$ cat src/rtl/fft_sched_pkg.sv
`default_nettype none
// ============================================================================
// Module      : fft_sched_pkg
// Description : Shared state encoding and channel-width helper for the
//               FFT frame scheduler.
// Revision    : 1.0
// ============================================================================
package fft_sched_pkg;

    typedef enum logic [0:0] {
        ST_IDLE   = 1'b0,
        ST_STREAM = 1'b1
    } sched_state_t;

    // Width of a channel index; a single requester still needs one bit.
    function automatic int ch_width(input int nreq);
        return (nreq > 1) ? $clog2(nreq) : 1;
    endfunction

endpackage
`default_nettype wire

$ cat src/rtl/sched_tag_fifo.sv
`default_nettype none
// ============================================================================
// Module      : sched_tag_fifo
// Description : Synchronous FIFO holding the source channel of each frame
//               in flight through the FFT. Head is visible without a pop.
// Revision    : 1.0
// ============================================================================
module sched_tag_fifo #(
    parameter int W     = 2,
    parameter int DEPTH = 4
) (
    input  logic         clk,
    input  logic         rst,
    input  logic         push,
    input  logic [W-1:0] push_data,
    input  logic         pop,
    output logic [W-1:0] head,
    output logic         full,
    output logic         empty
);

    localparam int PTR_W = (DEPTH > 1) ? $clog2(DEPTH) : 1;
    localparam int OCC_W = $clog2(DEPTH) + 1;

    logic [W-1:0]     r_mem [DEPTH];
    logic [PTR_W-1:0] r_wr_ptr;
    logic [PTR_W-1:0] r_rd_ptr;
    logic [OCC_W-1:0] r_occ;
    logic             w_do_push;
    logic             w_do_pop;

    assign full  = (r_occ == OCC_W'(DEPTH));
    assign empty = (r_occ == '0);
    assign head  = r_mem[r_rd_ptr];

    // A pop frees the head slot in the same cycle, so push-while-full is
    // accepted when paired with a pop.
    assign w_do_push = push && (!full || pop);
    assign w_do_pop  = pop && !empty;

    always_ff @(posedge clk) begin
        if (w_do_push) begin
            r_mem[r_wr_ptr] <= push_data;
        end
    end

    always_ff @(posedge clk) begin
        if (rst) begin
            r_wr_ptr <= '0;
            r_rd_ptr <= '0;
            r_occ    <= '0;
        end else begin
            if (w_do_push) begin
                r_wr_ptr <= r_wr_ptr + PTR_W'(1);
            end
            if (w_do_pop) begin
                r_rd_ptr <= r_rd_ptr + PTR_W'(1);
            end
            case ({w_do_push, w_do_pop})
                2'b10:   r_occ <= r_occ + OCC_W'(1);
                2'b01:   r_occ <= r_occ - OCC_W'(1);
                default: r_occ <= r_occ;
            endcase
        end
    end

endmodule
`default_nettype wire

$ cat src/rtl/fft_frame_sched.sv
`default_nettype none
// ============================================================================
// Module      : fft_frame_sched
// Description : Round-robin, frame-granular scheduler sharing one FFT among
//               NREQ requesters; labels FFT output frames with their source
//               channel. Optional clip attribution under FFT_SCHED_CLIP_EN.
// Revision    : 1.0
// ============================================================================
module fft_frame_sched
    import fft_sched_pkg::*;
#(
    parameter int IN_W      = 12,
    parameter int LEN       = 256,
    parameter int NREQ      = 4,
    parameter int TAG_DEPTH = 4,
    localparam int CH_W     = ch_width(NREQ)
) (
    input  logic                 mclk,
    input  logic                 i_init,
    input  logic [NREQ-1:0]      i_req,
    input  logic [NREQ-1:0]      i_s_vld,
    input  logic [NREQ*IN_W-1:0] i_s_I,
    input  logic [NREQ*IN_W-1:0] i_s_Q,
    output logic [NREQ-1:0]      o_s_rdy,
    output logic                 o_fft_init,
    output logic                 o_fft_vld,
    output logic [IN_W-1:0]      o_fft_I,
    output logic [IN_W-1:0]      o_fft_Q,
    input  logic                 i_fft_vld,
    input  logic                 i_fft_new,
    input  logic                 i_fft_clip,
    output logic                 o_vld,
    output logic [CH_W-1:0]      o_chan,
    output logic                 o_last,
    output logic [NREQ-1:0]      o_clip_flags,
    input  logic [NREQ-1:0]      i_clip_clr,
    output logic [7:0]           o_err_cnt
);

    localparam int CNT_W = (LEN > 1) ? $clog2(LEN) : 1;

    sched_state_t     r_state;
    sched_state_t     w_state_nxt;
    logic [CH_W-1:0]  r_grant;
    logic [CH_W-1:0]  r_last_grant;
    logic [CH_W-1:0]  w_pick;
    logic             w_pick_vld;
    logic [CNT_W-1:0] r_in_cnt;
    logic             w_accept;
    logic             w_frame_done;
    logic             w_push;
    logic             r_fft_vld;
    logic [IN_W-1:0]  r_fft_I;
    logic [IN_W-1:0]  r_fft_Q;

    logic             w_fifo_full;
    logic             w_fifo_empty;
    logic [CH_W-1:0]  w_head;
    logic             w_pop;
    logic [CNT_W-1:0] r_out_cnt;
    logic [CNT_W-1:0] w_out_idx;
    logic             w_out_last;
    logic             r_vld;
    logic             r_last;
    logic [CH_W-1:0]  r_chan;
    logic [7:0]       r_err_cnt;

    assign o_fft_init = i_init;
    assign o_fft_vld  = r_fft_vld;
    assign o_fft_I    = r_fft_I;
    assign o_fft_Q    = r_fft_Q;
    assign o_vld      = r_vld;
    assign o_last     = r_last;
    assign o_chan     = r_chan;
    assign o_err_cnt  = r_err_cnt;

    // Scan offsets downwards so the smallest offset after last_grant wins.
    always_comb begin : p_rr_pick
        logic [CH_W-1:0] v_idx;
        w_pick     = r_last_grant;
        w_pick_vld = 1'b0;
        v_idx      = '0;
        for (int k = NREQ; k >= 1; k--) begin
            v_idx = CH_W'((int'(r_last_grant) + k) % NREQ);
            if (i_req[v_idx]) begin
                w_pick     = v_idx;
                w_pick_vld = 1'b1;
            end
        end
    end

    always_ff @(posedge mclk) begin
        if (i_init) begin
            r_state <= ST_IDLE;
        end else begin
            r_state <= w_state_nxt;
        end
    end

    always_comb begin
        w_state_nxt  = r_state;
        w_push       = 1'b0;
        w_accept     = 1'b0;
        w_frame_done = 1'b0;
        o_s_rdy      = '0;
        case (r_state)
            ST_IDLE: begin
                if (w_pick_vld && !w_fifo_full) begin
                    w_push      = 1'b1;
                    w_state_nxt = ST_STREAM;
                end
            end
            ST_STREAM: begin
                o_s_rdy[r_grant] = 1'b1;
                w_accept         = i_s_vld[r_grant];
                if (w_accept && (r_in_cnt == CNT_W'(LEN - 1))) begin
                    w_frame_done = 1'b1;
                    w_state_nxt  = ST_IDLE;
                end
            end
            default: w_state_nxt = ST_IDLE;
        endcase
    end

    always_ff @(posedge mclk) begin
        if (i_init) begin
            r_grant      <= '0;
            r_last_grant <= CH_W'(NREQ - 1);
            r_in_cnt     <= '0;
            r_fft_vld    <= 1'b0;
            r_fft_I      <= '0;
            r_fft_Q      <= '0;
        end else begin
            r_fft_vld <= w_accept;
            if (w_push) begin
                r_grant <= w_pick;
            end
            if (w_accept) begin
                r_fft_I  <= i_s_I[int'(r_grant)*IN_W +: IN_W];
                r_fft_Q  <= i_s_Q[int'(r_grant)*IN_W +: IN_W];
                r_in_cnt <= w_frame_done ? '0 : r_in_cnt + CNT_W'(1);
            end
            if (w_frame_done) begin
                r_last_grant <= r_grant;
            end
        end
    end

    sched_tag_fifo #(
        .W     (CH_W),
        .DEPTH (TAG_DEPTH)
    ) u_tag_fifo (
        .clk       (mclk),
        .rst       (i_init),
        .push      (w_push),
        .push_data (w_pick),
        .pop       (w_pop),
        .head      (w_head),
        .full      (w_fifo_full),
        .empty     (w_fifo_empty)
    );

    // A new-frame strobe restarts the sample index at zero for this sample.
    assign w_out_idx  = i_fft_new ? '0 : r_out_cnt;
    assign w_out_last = i_fft_vld && (w_out_idx == CNT_W'(LEN - 1));
    assign w_pop      = w_out_last && !w_fifo_empty;

    always_ff @(posedge mclk) begin
        if (i_init) begin
            r_vld     <= 1'b0;
            r_last    <= 1'b0;
            r_chan    <= '0;
            r_out_cnt <= '0;
            r_err_cnt <= '0;
        end else begin
            r_vld  <= i_fft_vld;
            r_last <= w_out_last;
            if (i_fft_vld) begin
                r_out_cnt <= w_out_idx + CNT_W'(1);
                if (i_fft_new) begin
                    if (!w_fifo_empty) begin
                        r_chan <= w_head;
                    end else if (r_err_cnt != 8'hFF) begin
                        r_err_cnt <= r_err_cnt + 8'd1;
                    end
                end
            end
        end
    end

`ifdef FFT_SCHED_CLIP_EN
    logic [NREQ-1:0] r_clip_flags;
    logic [NREQ-1:0] w_clip_set;

    always_comb begin
        w_clip_set = '0;
        if (i_fft_clip && !w_fifo_empty) begin
            w_clip_set[w_head] = 1'b1;
        end
    end

    // Clear is applied after set so it wins on the same cycle.
    always_ff @(posedge mclk) begin
        if (i_init) begin
            r_clip_flags <= '0;
        end else begin
            r_clip_flags <= (r_clip_flags | w_clip_set) & ~i_clip_clr;
        end
    end

    assign o_clip_flags = r_clip_flags;
`else
    logic w_unused_clip;
    assign w_unused_clip = ^{i_fft_clip, i_clip_clr};
    assign o_clip_flags  = '0;
`endif

endmodule
`default_nettype wire

$ cat config.mk
export PLATFORM = sky130hd
export DESIGN_NAME = fft_frame_sched
export DESIGN_NICKNAME = d
export VERILOG_FILES = /design/src/rtl/fft_sched_pkg.sv /design/src/rtl/sched_tag_fifo.sv /design/src/rtl/fft_frame_sched.sv
export SDC_FILE = /design/constraint.sdc
export NUM_CORES = 1
export LEC_CHECK = 0
export ABC_AREA = 1
export CAP_MARGIN = 25
export CORE_UTILIZATION = 40
export DETAILED_ROUTE_END_ITERATION = 6
export PLACE_DENSITY = 0.81
export RECOVER_POWER = 50
export SKIP_CTS_REPAIR_TIMING = 1
export SYNTH_ARGS = -nofsm -noshare
export SYNTH_HDL_FRONTEND = slang
export SYNTH_SLANG_ARGS = --single-unit
$ cat constraint.sdc
create_clock -name mclk -period 3.5 [get_ports mclk]
set_input_delay 0.35 -clock mclk [delete_from_list [all_inputs] [get_ports mclk]]
set_output_delay 0.35 -clock mclk [all_outputs]
set_load 0.02 [all_outputs]
Word level (Yosys, flattened, before mapping):

Memory sizes are Yosys's and may differ from the RTL's. A register that Yosys moved wholly into a read port is not among the register bits.
Cells that the tools add are included.

* input bits: 113
* flip-flop bits (word level): 63
* memory bits (writable): 8
* memories kept: 1
* output and inout port bits: 46
* logic and storage cells: 90

* multipliers: 1
* shift-type cells: 2
* equality and inequality tests: 6
* muxes and demuxes: 33
* reduce and logical (&&, ||, !) cells: 14
* $add $sub $neg: 11
* bitwise logic cells: 2
* order comparisons: 6

Memories
* u_tag_fifo.r_mem: words 4, width 2, rd ports 1, clocked after memory_dff 1, write ports 1, line sched_tag_fifo.sv:25 `logic [W-1:0] r_mem [DEPTH];`

Operators by type and width (number)
* $shiftx 48x32->12: 1
* $shiftx 48x7->12: 1
* $add 8x1->8 const B: 3
* $mux 1: 18
* $eq 8x8->1 const B: 2
* $mux 8: 2
* $lt 2x3->1 const B: 5
* $bmux 1 s2: 5
* $add 2x1->2 const B: 4
* $mux 2: 4
* $ne 8x8->1 const B: 1
* $logic_and 1x1->1: 7
* $pmux 3 s2: 1
* $add 2x2->2 const B: 2
* $mul 2x2->4 const B: 1
* $mux 4: 1
* $reduce_and 4->1: 1
* $add 3x1->3 const B: 1
* $eq 3x3->1 const B: 1
* $logic_not 3->1: 1
* $reduce_and 3->1: 1
* $sub 3x1->3 const B: 1
* $demux 1 s2: 1
* $eq 2x1->1 const B: 1
* other kinds (7): 9

Logic depth before layout (Yosys ltp):

Gate-level depths: netlist of the first run.

* depth after elaboration: 13
* depth in mapped cells: 16
* gate-level depth less buffers: 16

Hierarchy:

A second synthesis of the first run with hierarchy kept.

* cell total of the unflattened synthesis: 651
* area total of the unflattened synthesis: 4256.6 µm²

Modules (own cells, without submodules)
* fft_frame_sched: area each 3440.8 µm², instances 1, cells each 557, sequential area each 1161.1 µm²
* sched_tag_fifo: area each 815.8 µm², instances 1, cells each 94, sequential area each 420.4 µm²

Least setup slack after synthesis of the first run:

OpenSTA, ideal clock, no wires.

* path kind: input port to flip-flop
* start point: input port i_fft_new
* end point: register u_tag_fifo.r_occ[2]
* arrival: 2.316 ns
* required time: 3.378 ns
* library setup time: 0.122 ns
* setup slack: 1.062 ns
* path buffers: 0
* cell stages on the path: 15
* path through: nor2_1 ha_1 nand2_1 nor2_2 nand3b_1 nor2_1 inv_1 nor2_2 ha_1 inv_1 fa_1 a21oi_1 o21ai_0 o21ai_0 a21oi_1

* elaborated cells on any way between the ends: 11
* those cells by class: eq/ne: 3; mux: 2; reduce/logical: 6

RTL lines
* from (decl): line fft_frame_sched.sv:30 `input logic i_fft_new,`
* $mux 8 (*): line fft_frame_sched.sv:164 `assign w_out_idx = i_fft_new ? '0 : r_out_cnt;`
* $eq 8x8->1 (*): line fft_frame_sched.sv:165 `assign w_out_last = i_fft_vld && (w_out_idx == CNT_W'(LEN - 1));`
* $logic_and 1x1->1 (*): line fft_frame_sched.sv:165
* $logic_and 1x1->1 (*): line fft_frame_sched.sv:166 `assign w_pop = w_out_last && !w_fifo_empty;`
* $logic_and 1x1->1 (*): line sched_tag_fifo.sv:39 `assign w_do_pop = pop && !empty;`
* net u_tag_fifo.w_do_pop: line sched_tag_fifo.sv:30 `logic w_do_pop;`
* $eq 2x1->1 or $eq 2x2->1 (tied branches): line sched_tag_fifo.sv:59 `case ({w_do_push, w_do_pop})`
* $pmux 3 s2 or $reduce_bool 2->1 (tied branches)
* to (signal assigned): line sched_tag_fifo.sv:60 `2'b10: r_occ <= r_occ + OCC_W'(1);`
* to (signal assigned): line sched_tag_fifo.sv:61 `2'b01: r_occ <= r_occ - OCC_W'(1);`
* to (signal assigned): line sched_tag_fifo.sv:62 `default: r_occ <= r_occ;`
* to (decl): line sched_tag_fifo.sv:28 `logic [OCC_W-1:0] r_occ;`

The timed path passes the listed nets; every way through them passes the cells marked *.
A chain may end at the register's enable or synchronous reset.

Worst setup path after layout of the first run:

Same ends and word-level chain as after synthesis.

==> results of run 1 <==
==> worst max-delay path by stage <==
stage                                to  cells after the start  slack [ps]
CTS                 u_tag_fifo.r_occ[2]                     16         590
floorplan           u_tag_fifo.r_occ[2]                     15        1060
global route        u_tag_fifo.r_occ[2]                     16         250
global placement    u_tag_fifo.r_occ[2]                     16         330
detailed placement  u_tag_fifo.r_occ[2]                     16         250
finish              u_tag_fifo.r_occ[2]                     16         530
==> synth_stat cells (5+ instances only) <==
library cell | count | area [sq um]
sky130_fd_sc_hd__nand2_1 | 170 | 638
sky130_fd_sc_hd__a21oi_1 | 75 | 375
sky130_fd_sc_hd__dfxtp_1 | 65 | 1300
sky130_fd_sc_hd__nor2_1 | 62 | 233
sky130_fd_sc_hd__inv_1 | 42 | 158
sky130_fd_sc_hd__nor3_1 | 38 | 190
sky130_fd_sc_hd__o21ai_1 | 24 | 120
sky130_fd_sc_hd__nand3_1 | 19 | 95.1
sky130_fd_sc_hd__o21ai_0 | 19 | 95.1
sky130_fd_sc_hd__clkbuf_1 | 18 | 67.6
sky130_fd_sc_hd__buf_4 | 9 | 67.6
sky130_fd_sc_hd__edfxtp_1 | 8 | 240
sky130_fd_sc_hd__ha_1 | 8 | 100
sky130_fd_sc_hd__nand4_1 | 6 | 37.5
sky130_fd_sc_hd__buf_2 | 5 | 25.0
==> stage by stage <==
stage / area (sq um) / power [mW] / hold slack [ps]
2_1_floorplan: 4080 / 1.30 / 423
3_3_place_gp: 5590 / 1.54 / 439
3_5_place_dp: 5590 / 1.56 / 464
4_1_cts: 5810 / 2.29 / 475
5_1_grt: 5800 / 2.38 / 499
6_report: 5800 / 2.26 / 487
==> worst reg2reg max path, stage by stage, from the launching register on <==
cell                       delay (ps)
sky130_fd_sc_hd__dfxtp_1          330
sky130_fd_sc_hd__inv_1             40
sky130_fd_sc_hd__nor2_1           160
sky130_fd_sc_hd__ha_1             170
sky130_fd_sc_hd__nand2_1           70
sky130_fd_sc_hd__nor2_1           240
sky130_fd_sc_hd__nand3b_1         160
sky130_fd_sc_hd__nor2_1           160
sky130_fd_sc_hd__inv_1             80
sky130_fd_sc_hd__nor2_2           130
sky130_fd_sc_hd__ha_1             180
sky130_fd_sc_hd__inv_1             80
sky130_fd_sc_hd__fa_1             440
sky130_fd_sc_hd__a21oi_1          140
sky130_fd_sc_hd__o21ai_0          100
sky130_fd_sc_hd__o21ai_0          160
sky130_fd_sc_hd__a21oi_1           60
==> layout make-up <==
class                           count  area share (%)
Multi-Input combinational cell    457            37.4
Sequential cell                    73            26.6
Timing Repair Buffer              154            26.3
Clock buffer                       13            3.10
Inverter                           45            2.95
Tap cell                          133            2.87
Clock inverter                      3           0.776
==> layer usage <==
layer	wire (microns)	track usage (%)
met2	5660	39.1
met3	617	4.54
met1	5120	28.2
met4	386	10.2
met5	0	0
==> sequential cells by signal, summed over array words and instances (netlist names), 2 cells and up <==
signal and flops:
o_fft_I 12, o_fft_Q 12, o_err_cnt 8, r_in_cnt 8, r_out_cnt 8, u_tag_fifo.r_mem 8
u_tag_fifo.r_occ 3, o_chan 2, r_grant 2, r_last_grant 2, u_tag_fifo.r_rd_ptr 2, u_tag_fifo.r_wr_ptr 2
==> kinds of logic after synthesis <==
logic type,after synthesis,share of synthesized area (%)
AOI/OAI and AO/OA,127,16.1
xor gates and xnor gates,5,1.08
adders and majority gates,9,2.95
buffers and inverters,81,8.88
DFF,73,37.9
other,1,0.0921
and+or+nand+nor,312,33.0
==> power by group through the flow <==
stage | clock, mW | sequential, mW | combinational (mW)
finish | 0.727 | 0.945 | 0.585
global route | 0.782 | 0.950 | 0.645
CTS | 0.741 | 0.946 | 0.600
detailed placement | 0 | 0.965 | 0.596
global placement | 0 | 0.961 | 0.582
floorplan | 0 | 1.00 | 0.297
==> run summary, run 1 <==
In the finished design, the share of the clock period the worst path needs comes to 84.9%. The tightest min-delay check is of the register to register type. Of the total power, combinational logic draws 25.9%. The multi-input combinational cells in the finished layout cover a total of 2170 sq um. In this run the critical register-to-register path is launched from r_out_cnt[0]. The detailed-routing iteration count for the pre-antenna-repair pass is 5. The average size of a mapped cell was 6.69 sq um. Clock latency on the worst-skew pair, taken at its later pin, is 350 ps. The worst setup path is launched from an input port.

Setup repair after global routing left no endpoint under its margin. The area growth from synthesis to layout is 42.6%. The number of nets in the finished design came out at 862. The largest incremental delay on the critical path works out to 480 ps. Count of final max-slew check failures: 0.

The number of port buffers came out at 149. Critical path start-end classification: input port to register. The flow ran to the end, and the final reports show no timing, DRC or antenna violations. Once the floorplan was initialized, standard cells occupied 41.5% of the core. The maximum net fanout on the critical path is 5, and the number of non-filler instances in the completed layout is 878. In this run the critical register-to-register path is captured at u_tag_fifo.r_occ[2].

The total vias in the final route is 4453, and the wire length of the first global-routing pass is 19000 microns. The critical path goes through clkdlybuf4s50_1 > nor2_1 > ha_1 > nand2_1 > nor2_1 > nand3b_1 > nor2_1 > inv_1 > nor2_2 > ha_1 > inv_1 > fa_1 > a21oi_1 > o21ai_0 > o21ai_0 > a21oi_1. The logs give 336 MHz for the maximum clock frequency and 255 ps for the worst slack after detailed placement.

The power per unit of standard cell area was 389 nW/um^2. The clock edge transition at the registers on the reported setup and hold paths was 80 ps; the part of the total power dissipated in sequential elements was 41.9%. Setup slack on the worst reg-to-reg path comes out at 710 ps. CTS placed an instance of sky130_fd_sc_hd__clkbuf_8 at the clock tree root. In this design, the critical path's most frequently occurring cell is sky130_fd_sc_hd__nor2_1. The most critical setup path has its startpoint at i_fft_new. Synthesis handed over a netlist of 608 instances.

The average vias per placed instance works out to 5.07. For this block, the initial DRC count from the detailed router was 209. The final-report setup violation count was 0. The clock skew after layout came out at 8.60 ps.

Entering global routing, the biggest net connects 55 pins. The cell type of the slowest stage on the worst timing path is sky130_fd_sc_hd__clkdlybuf4s50_1. For the worst setup path, the data arrival time is 3210 ps.

The floorplan die width is 103 microns. The part of the total power dissipated in the clock network is 32.2%. The most used flip-flop cell after synthesis is sky130_fd_sc_hd__dfxtp_1. Summed over all nets, the switching power comes to 0.680 mW.

The number of antenna diodes in the final layout is 0. For this block, the routed nets add up to 11800 microns of wire. Counting flops with a built-in enable in the synthesized netlist gives 8.

Internal power comes to 1.58 mW. TritonCTS built the clock tree. The H-tree was split into 3 levels. The die is 103 microns tall. The number of antenna violations at the first check in global routing was 0; the async set-or-reset flop fraction in the synthesized netlist was 0%.

The run gives 3730 ps as the worst endpoint required time. The logs give 9 for the clock buffer count from CTS and 0 for the final-report hold violation count. The row count is 36. The endpoint type of the worst setup path was a register.

The number of global-route vias before repair is 4080, and the portion of the post-synthesis area used by sequential elements is 37.9%. The synthesized design contains 73 register bits. The total core area was 9820 sq um; the clock sink total was 73. The top cell types in the final layout, fill and taps aside, are sky130_fd_sc_hd__nand2_1 (171), sky130_fd_sc_hd__clkdlybuf4s50_1 (115), sky130_fd_sc_hd__a21oi_1 (75). Once detail routing completed, the nets flagged for antenna violations numbered 0. For this design the static power due to leakage is 2.45 nW. The worst hold path terminates at r_out_cnt[1]. For this run, the number of Yosys warnings is 0. The number of buffers on the longest clock path was 2; the fraction of final layout cells with drive strength greater than 1 was 4.03%. The run gives 4070 sq um as the cell area after synthesis. The run gives 23.0% as the global routing usage summed across all routing layers.

The worst-case setup margin in the final layout is 527 ps. The library cell used most frequently in the layout, excluding fill and tap cells, is sky130_fd_sc_hd__nand2_1. The floorplan step defined a die boundary enclosing 10600 sq um. The placer's final routability congestion estimate came out at 0.897. The largest delay contributor family on the critical path was simple AND/OR/NAND/NOR gates. Net switching is 30.1% of the power. Startpoint of the tightest hold check path: r_out_cnt[1].

Measured on the finished design, the core utilization comes to 59.1%. The headroom to the max-slew limit was 41.3%; the total negative slack was 0 ps. After layout, the minimum clock period comes to 2970 ps. The worst reg-to-reg path cell count was 16; the count of maximum capacitance violations was 0. The half-perimeter wire length of the detailed placement result was 8560 microns; the number of cells after detailed placement was 862. At the pin with the least slew margin, the transition time is 881 ps.

The worst path buffer plus inverter count was 3. The detail-routed net length per standard cell was 13.4 microns. The worst hold path was traced through 2 stages. Registers take 1540 sq um.

For this design the top-level I/O count stands at 159. The number of distinct standard cells referenced by the synthesized netlist is 38. Counting the fill cells in the layout gives 897. IR analysis of the VDD net gives a maximum drop of 0.211 mV.

After global routing the overflow that remains totals 0. The number of DRC violations after detailed routing came out at 0.
(Power assumes the default switching activity.)
==> run 2, diff against run 1 <==
==> constraint.sdc (replaced) <==
create_clock -name mclk -period 2.77 [get_ports mclk]
set_input_delay 0.277 -clock mclk [delete_from_list [all_inputs] [get_ports mclk]]
set_output_delay 0.277 -clock mclk [all_outputs]
set_load 0.02 [all_outputs]
==> run 2 against run 1 <==
  * Combinational power is 31% higher
  * Largest cell class unchanged
  * Total power is 30% higher
  * First-iteration DRC count is 4.3% lower
==> run summary, run 2 (synthesized netlist as in run 1, its figures left out) <==
Floorplan die height: 103 microns. STA classifies the critical path endpoint as a register. The die covers 10600 sq um. Counting along the longest clock path gives a buffer depth of 2. The logs give 0 for the number of antenna violations at the first check in global routing and 200 for the number of DRC violations after detailed-routing iteration 0. For the number of global-route vias before repair, the log shows 4367.

The run gives 0.256 mV as the maximum VDD drop. The met3 capacity usage during global routing came out at 5.22%. Setup violations remaining at the end of the flow were counted as 0.

Dividing the final minimum period by the clock period gives 96.7%. Worst reg-to-reg path cell count: 16. After floorplanning, the core was sized to cover 9820 sq um. For met1 alone, demand over resource in global routing was 25.6%.

Entering global routing, the biggest net connects 46 pins. Most used cell along the critical path: sky130_fd_sc_hd__nor2_2. The number of DRC violations after detailed routing is 0. The power per unit of standard cell area works out to 499 nW/um^2. The clock edge transition at the registers on the reported setup and hold paths is 70 ps, and the total wire length after detailed routing is 12000 microns. The flow ran to the end, and the final reports show no timing, DRC or antenna violations. Most common library cell in the layout ignoring fill and taps: sky130_fd_sc_hd__nand2_1. Clock tree synthesis selected as its root buffer the cell sky130_fd_sc_hd__clkbuf_8. For the half-perimeter wire length of the detailed placement result, the log shows 8900 microns. I/O pin count: 159. Leaving out fill and tap cells, the most frequent cells in the layout are sky130_fd_sc_hd__nand2_1 (170), sky130_fd_sc_hd__clkdlybuf4s50_1 (148), sky130_fd_sc_hd__a21oi_1 (75). The type of the worst min-delay path is register to register. The tools report the worst-case register-to-register setup slack as 110 ps. The logs give 2190 sq um for the area of the multi-input gates and 38.4% for the headroom to the max-slew limit. Measured along the x axis, the die boundary spans 103 microns.

Across every metal layer, demand over resource in global routing totals 23.1%. Along the worst path, the maximum fanout reaches 3. The final-report hold violation count came out at 0. The count of maximum capacitance violations was 0. Summed over all cells, the static leakage comes to 2.40 nW. Clock latency on the worst-skew pair, taken at its later pin, is 350 ps.

The logs give 5 for the detailed-routing iteration count for the pre-antenna-repair pass and 0 for the count of antenna-violating nets left after detailed routing. The cell count of the worst hold path was 1. Between clock sinks in the finished design, the worst skew comes to 19.0 ps. At the end of routability-driven placement, the weighted congestion stood at 0.875.

Walking the worst path, the cells encountered are clkdlybuf4s50_1 > nor2_2 > ha_1 > nand2_1 > nor2_2 > nand3b_1 > nor2_2 > inv_1 > nor2_2 > ha_1 > inv_1 > fa_2 > a21oi_1 > o21ai_1 > o21ai_1 > a21oi_1. The first global-routing pass estimated 19100 microns of wire. The run gives 2900 ps as the arrival time at the worst endpoint. End of the worst register-to-register path: u_tag_fifo.r_occ[2]. Adding up every negative setup slack in the final design gives 0 ps. For the pin with the worst max-slew slack, the measured transition is 923 ps.

In this design, the stage delay of the slowest critical-path cell is 460 ps. The critical path start-end classification was input port to register. The fraction of final layout cells with drive strength greater than 1 came out at 5.84%. Based on the critical path, the design can be clocked at up to 373 MHz.

TritonCTS built the clock tree. The startpoint of the worst-slack reg-to-reg timing path was r_out_cnt[0]. The H-tree was split into 3 levels.

The count of final max-slew check failures was 0; the area of all sequential standard cells was 1540 sq um. The time the final worst path needs with I/O delays and setup came out at 2680 ps. The most heavily used metal layer in global routing is met2. The most critical setup path has its startpoint at i_fft_new.

Clock tree synthesis inserted a total of 9 buffers. The detail-routed net length per standard cell is 13.6 microns. Summed over all layers, the global routing overflow is 0. Counting every sink on the clock net gives 73. On the critical path, the stage with the largest delay is an instance of sky130_fd_sc_hd__clkdlybuf4s50_1. The repair_antennas step left the layout with diodes totalling 0. In this run the worst setup path terminates at u_tag_fifo.r_occ[2]. The area growth from synthesis to final layout was 44.6%.

The total vias in the final route is 4499, and the number of port buffers is 149. The average vias per placed instance came out at 5.07. The run gives 36 as the row count.

Hold is met by 461 ps. The startpoint identified for the worst hold timing path is u_tag_fifo.r_occ[0]. For this run, the post-layout net count is 871.

For this configuration, the core starts out at a cell density of 41.5%. For the worst endpoint required time, the log shows 2990 ps. Global routing used 42.5% of the available met2 tracks.

The tools report the launching element type of the critical path as an input port. The filler cells instantiated in the layout total 901.
-- run 2: cell types whose count changed in the layout (fill, tap and decap cells not counted), sizes merged --
cell / change
clkdlybuf4s50: +33
clkinvlp: -1
dlygate4sd3: -33
clkinv: +2
bufinv: +1
buf: +6
inv: +1
-- run 2: where the power goes --
group / leakage [nW] / internal [mW] / switching, mW
clock network: 0.118 / 0.562 / 0.411
logic: 1.68 / 0.347 / 0.416
registers: 0.606 / 1.15 / 0.0514
total: 2.40 / 2.06 / 0.878
-- run 2: metal layers --
metal  share of wire, %  routed length [microns]
met5                  0                        0
met3                5.2                      620
met1                 43                     5150
met2                 49                     5950
met4                2.6                      312
-- run 2: per-stage QoR --
step | instance area (sq um) | instances | setup slack, ps | util, % | power, mW
2_1_floorplan | 4080 | 611 | 360 | - | 1.64
3_3_place_gp | 5650 | 870 | -135 | 57.5 | 1.96
5_1_grt | 5890 | 887 | -40.3 | 59.9 | 3.09
6_report | 5890 | 887 | 91.2 | 59.9 | 2.93
4_1_cts | 5880 | 886 | -23.7 | 59.9 | 2.95
3_5_place_dp | 5650 | 870 | -356 | 57.5 | 1.98
-- run 2: cell type report --
type	instances	share of cell area [%]
Inverter	45	2.91
Clock buffer	10	2.53
Tap cell	133	2.83
Sequential cell	73	26.2
Clock inverter	6	1.49
Timing Repair Buffer	163	26.9
Multi-Input combinational cell	457	37.1
-- run 2: worst min path at each step --
stage                               end
global placement    u_tag_fifo.r_occ[0]
detailed placement  u_tag_fifo.r_occ[0]
global route        u_tag_fifo.r_occ[0]
finish              u_tag_fifo.r_occ[0]
CTS                 u_tag_fifo.r_occ[0]
floorplan                  r_out_cnt[0]
-- run 2: critical path, delay by kind of cell --
| family | cells | cell delay [ps] |
|---|---|---|
| AOI/OAI and AO/OA | 4 | 440 |
| and+or+nand+nor | 6 | 840 |
| buffers and inverters | 3 | 610 |
| adders and majority gates | 3 | 710 |
==> run 3, diff against run 2 <==
--- a/config.mk
+++ b/config.mk
@@ -7,9 +7,10 @@
 export LEC_CHECK = 0
 export ABC_AREA = 1
 export CAP_MARGIN = 25
-export CORE_UTILIZATION = 40
+export CORE_UTILIZATION = 30
 export DETAILED_ROUTE_END_ITERATION = 6
-export PLACE_DENSITY = 0.81
+export GPL_TIMING_DRIVEN = 1
+export PLACE_DENSITY = 0.66
 export RECOVER_POWER = 50
 export SKIP_CTS_REPAIR_TIMING = 1
 export SYNTH_ARGS = -nofsm -noshare
==> run 3 against run 2 <==
  * Design area up 3.0%
  * Non-clock buffer count grew 2
  * Critical path type is now register to register
  * Via count fell by 3.9%
  * Total power increased by 12%
  * Flip-flop and latch count stayed put
  * Global-route usage decreased by 6.3 points
==> run summary, run 3 (synthesized netlist as in run 1, its figures left out) <==
Summed over all nets, the switching power comes to 0.901 mW. The count of antenna-violating nets left after detailed routing came out at 0. The min-delay analysis places its worst path in the category input port to register. The net switching share of the total power is 27.3%. Endpoint type of the worst setup path: a register.

Largest incremental delay on the critical path: 440 ps. The logs give 13200 sq um for the total core area and 2.50 nW for the static leakage power. The die covers 14000 sq um. The run gives 30.7% as the starting utilization of the core area. Summing all placed instances gives a cell area of 5720 sq um. The logs give 2 for the number of buffers on the longest clock path and 16.8% for the global routing usage summed across all routing layers. The run gives 4096 as the number of global-route vias before repair. The largest delay contributor family on the critical path was adder cells. The flow ran to the end, and the final reports show no timing, DRC or antenna violations.

Along the worst path, the maximum fanout reaches 2. For the row count, the log shows 42. The floorplan step set the die width to 118 microns. The count of final max-slew check failures is 0. Of the total power, registers draw 36.2%. The worst path buffer plus inverter count works out to 3. For this run, the number of standard cells in the final layout without fillers is 932. Among all stages on the critical path, the largest delay is contributed by sky130_fd_sc_hd__fa_1. The worst reg-to-reg path cell count is 16, and the part of the total power dissipated in the clock network is 40.7%. Walking the worst path, the cells encountered are inv_1 > nor2_2 > ha_1 > nand2_1 > nor2_2 > nand3b_1 > nor2_2 > inv_1 > nor2_2 > ha_1 > inv_1 > fa_1 > a21oi_1 > o21ai_1 > o21ai_1 > a21oi_1. The number of clock buffers added by TritonCTS is 9. 0 antenna diodes ended up in the layout. The worst path uses 89.2% of the clock period. The run gives 0 as the count of maximum capacitance violations. Data arrives at the worst endpoint at 2690 ps. For this run, the top clock speed supported by timing is 405 MHz.

The path length in cells of the critical path was 16. Final-report setup violation count: 0. The time the final worst path needs with I/O delays and setup is 2470 ps, and the final instance area is 6060 sq um. Cells fill 45.8% of the core in the end.

The tools report the launch point of the worst path as r_out_cnt[0]. Half-perimeter wire length of the detailed placement result: 8250 microns. The top cell types in the final layout, fill and taps aside, are sky130_fd_sc_hd__nand2_1 (170), sky130_fd_sc_hd__clkdlybuf4s50_1 (135), sky130_fd_sc_hd__a21oi_1 (75). Routability-driven placement finished with a final weighted congestion of 0.831.

The wire length of the first global-routing pass is 19100 microns. The worst register-to-register path ends at u_tag_fifo.r_occ[2]. For the pin with the worst max-slew slack, the measured transition is 897 ps. The part of the power in combinational logic is 23.1%, and the power per unit of standard cell area is 543 nW/um^2. STA classifies the critical path startpoint as a register. At the worst endpoint, the required time is 2990 ps.

The clock skew after layout is 4.41 ps, and the total wire length after detailed routing is 11400 microns. In the final design database the tool counted 873 nets. Number of port buffers: 149. The number of antenna violations at the first check in global routing was 0. Total vias in the final route: 4325. The most used cell along the critical path is sky130_fd_sc_hd__nor2_2. The H-tree was split into 3 levels. The area growth from synthesis to final layout was 49.0%. Setup repair after global routing left no endpoint under its margin. The worst register-to-register path begins at r_out_cnt[0].

After detailed routing, the number of remaining DRC violations is 0. Final-report hold violation count: 0. Leaving out fill and tap cells, the most frequent cell in the layout is sky130_fd_sc_hd__nand2_1.

The run gives 437 ps as the final worst hold slack. Counting every sink on the clock net gives 73. After the first detailed-routing iteration, the DRC count stood at 189. By startpoint and endpoint, the worst setup path is classified as register to register.

The tools report the insertion delay to the later sink of the worst-skew pair as 330 ps. After clock tree synthesis, the clock-pin slew on the worst setup and hold paths is 60 ps. The detailed-routing iteration count for the pre-antenna-repair pass came out at 5. The worst-case IR drop observed on VDD is 0.345 mV. The tools report the number of cells after detailed placement as 915. After detailed routing, the number of vias per cell comes to 4.64. Headroom to the max-slew limit came out at 40.2%.

The run gives 2.39 mW as the cell internal power dissipation. The detail-routed net length per standard cell came out at 12.2 microns. The count of filler cells inserted in the layout was 1383. In this run the worst setup path terminates at u_tag_fifo.r_occ[2]. Measured along the y axis, the die boundary spans 118 microns. The largest net degree at the start of global routing is 49, and the fraction of final layout cells with drive strength greater than 1 is 5.69%. TritonCTS built the clock tree.

After global routing the overflow that remains totals 0. The worst-case register-to-register setup slack is 300 ps. Clock tree synthesis selected as its root buffer the cell sky130_fd_sc_hd__clkbuf_16. 159 I/O pins were placed.
==> run 3: cell types whose count changed in the layout (fill, tap and decap cells not counted), moves of 2 or more <==
cell	delta
sky130_fd_sc_hd__buf_4	+2
sky130_fd_sc_hd__clkbuf_8	-8
sky130_fd_sc_hd__dlygate4sd3_1	+12
sky130_fd_sc_hd__clkdlybuf4s50_1	-13
sky130_fd_sc_hd__clkbuf_16	+8
==> run 3: worst register-to-register path: cells and delay by family (launching register included) <==
kind | cells | cell delay [ps]
and+or+nand+nor | 6 | 710
DFF | 1 | 320
AOI/OAI and AO/OA | 4 | 410
adders and majority gates | 3 | 740
buffers and inverters | 3 | 180
==> run 3: final cells by class <==
| class | count | area [sq um] | share of cell area (%) |
|---|---|---|---|
| Timing Repair Buffer | 165 | 1600 | 26.4 |
| Multi-Input combinational cell | 457 | 2180 | 36.0 |
| Clock inverter | 5 | 103 | 1.69 |
| Sequential cell | 73 | 1540 | 25.4 |
| Tap cell | 176 | 220 | 3.63 |
| Clock buffer | 11 | 243 | 4.00 |
| Inverter | 45 | 171 | 2.83 |
==> run 3: per-stage QoR <==
step                      worst slack, ps  power, mW  TNS [ps]
final                                 299       3.29         0
after floorplan                       360       1.64         0
after detailed placement             -122       1.99      -122
after global routing                 10.6       3.47         0
after global placement              -86.1       1.99     -86.1
after CTS                             212       3.33         0
==> run 3: worst min path at each step <==
| stage | from | to | slack [ps] | depth (start not counted) |
|---|---|---|---|---|
| after floorplan | i_fft_vld | r_out_cnt[0] | 370 | 1 |
| after global placement | u_tag_fifo.r_occ[0] | u_tag_fifo.r_occ[0] | 440 | 1 |
| after detailed placement | u_tag_fifo.r_occ[0] | u_tag_fifo.r_occ[0] | 440 | 1 |
| after CTS | u_tag_fifo.r_occ[0] | u_tag_fifo.r_occ[0] | 450 | 1 |
| after global routing | i_fft_new | r_out_cnt[0] | 470 | 4 |
| final | i_fft_new | r_out_cnt[0] | 440 | 4 |
==> run 3: power groups by stage <==
stage,clock network [mW],logic (mW),registers [mW]
finish,1.34,0.760,1.19
global route,1.42,0.842,1.20
CTS,1.37,0.775,1.19
detailed placement,0,0.771,1.21
global placement,0,0.773,1.21
floorplan,0,0.375,1.26
==> run 3: routing by layer <==
layer	routed length [microns]	vias up	track usage [%]
met3	767	12	5.45
met1	5130	1907	20.0
li1	-	2270	-
met2	5390	136	29.4
met5	0	-	0
met4	118	0	3.40
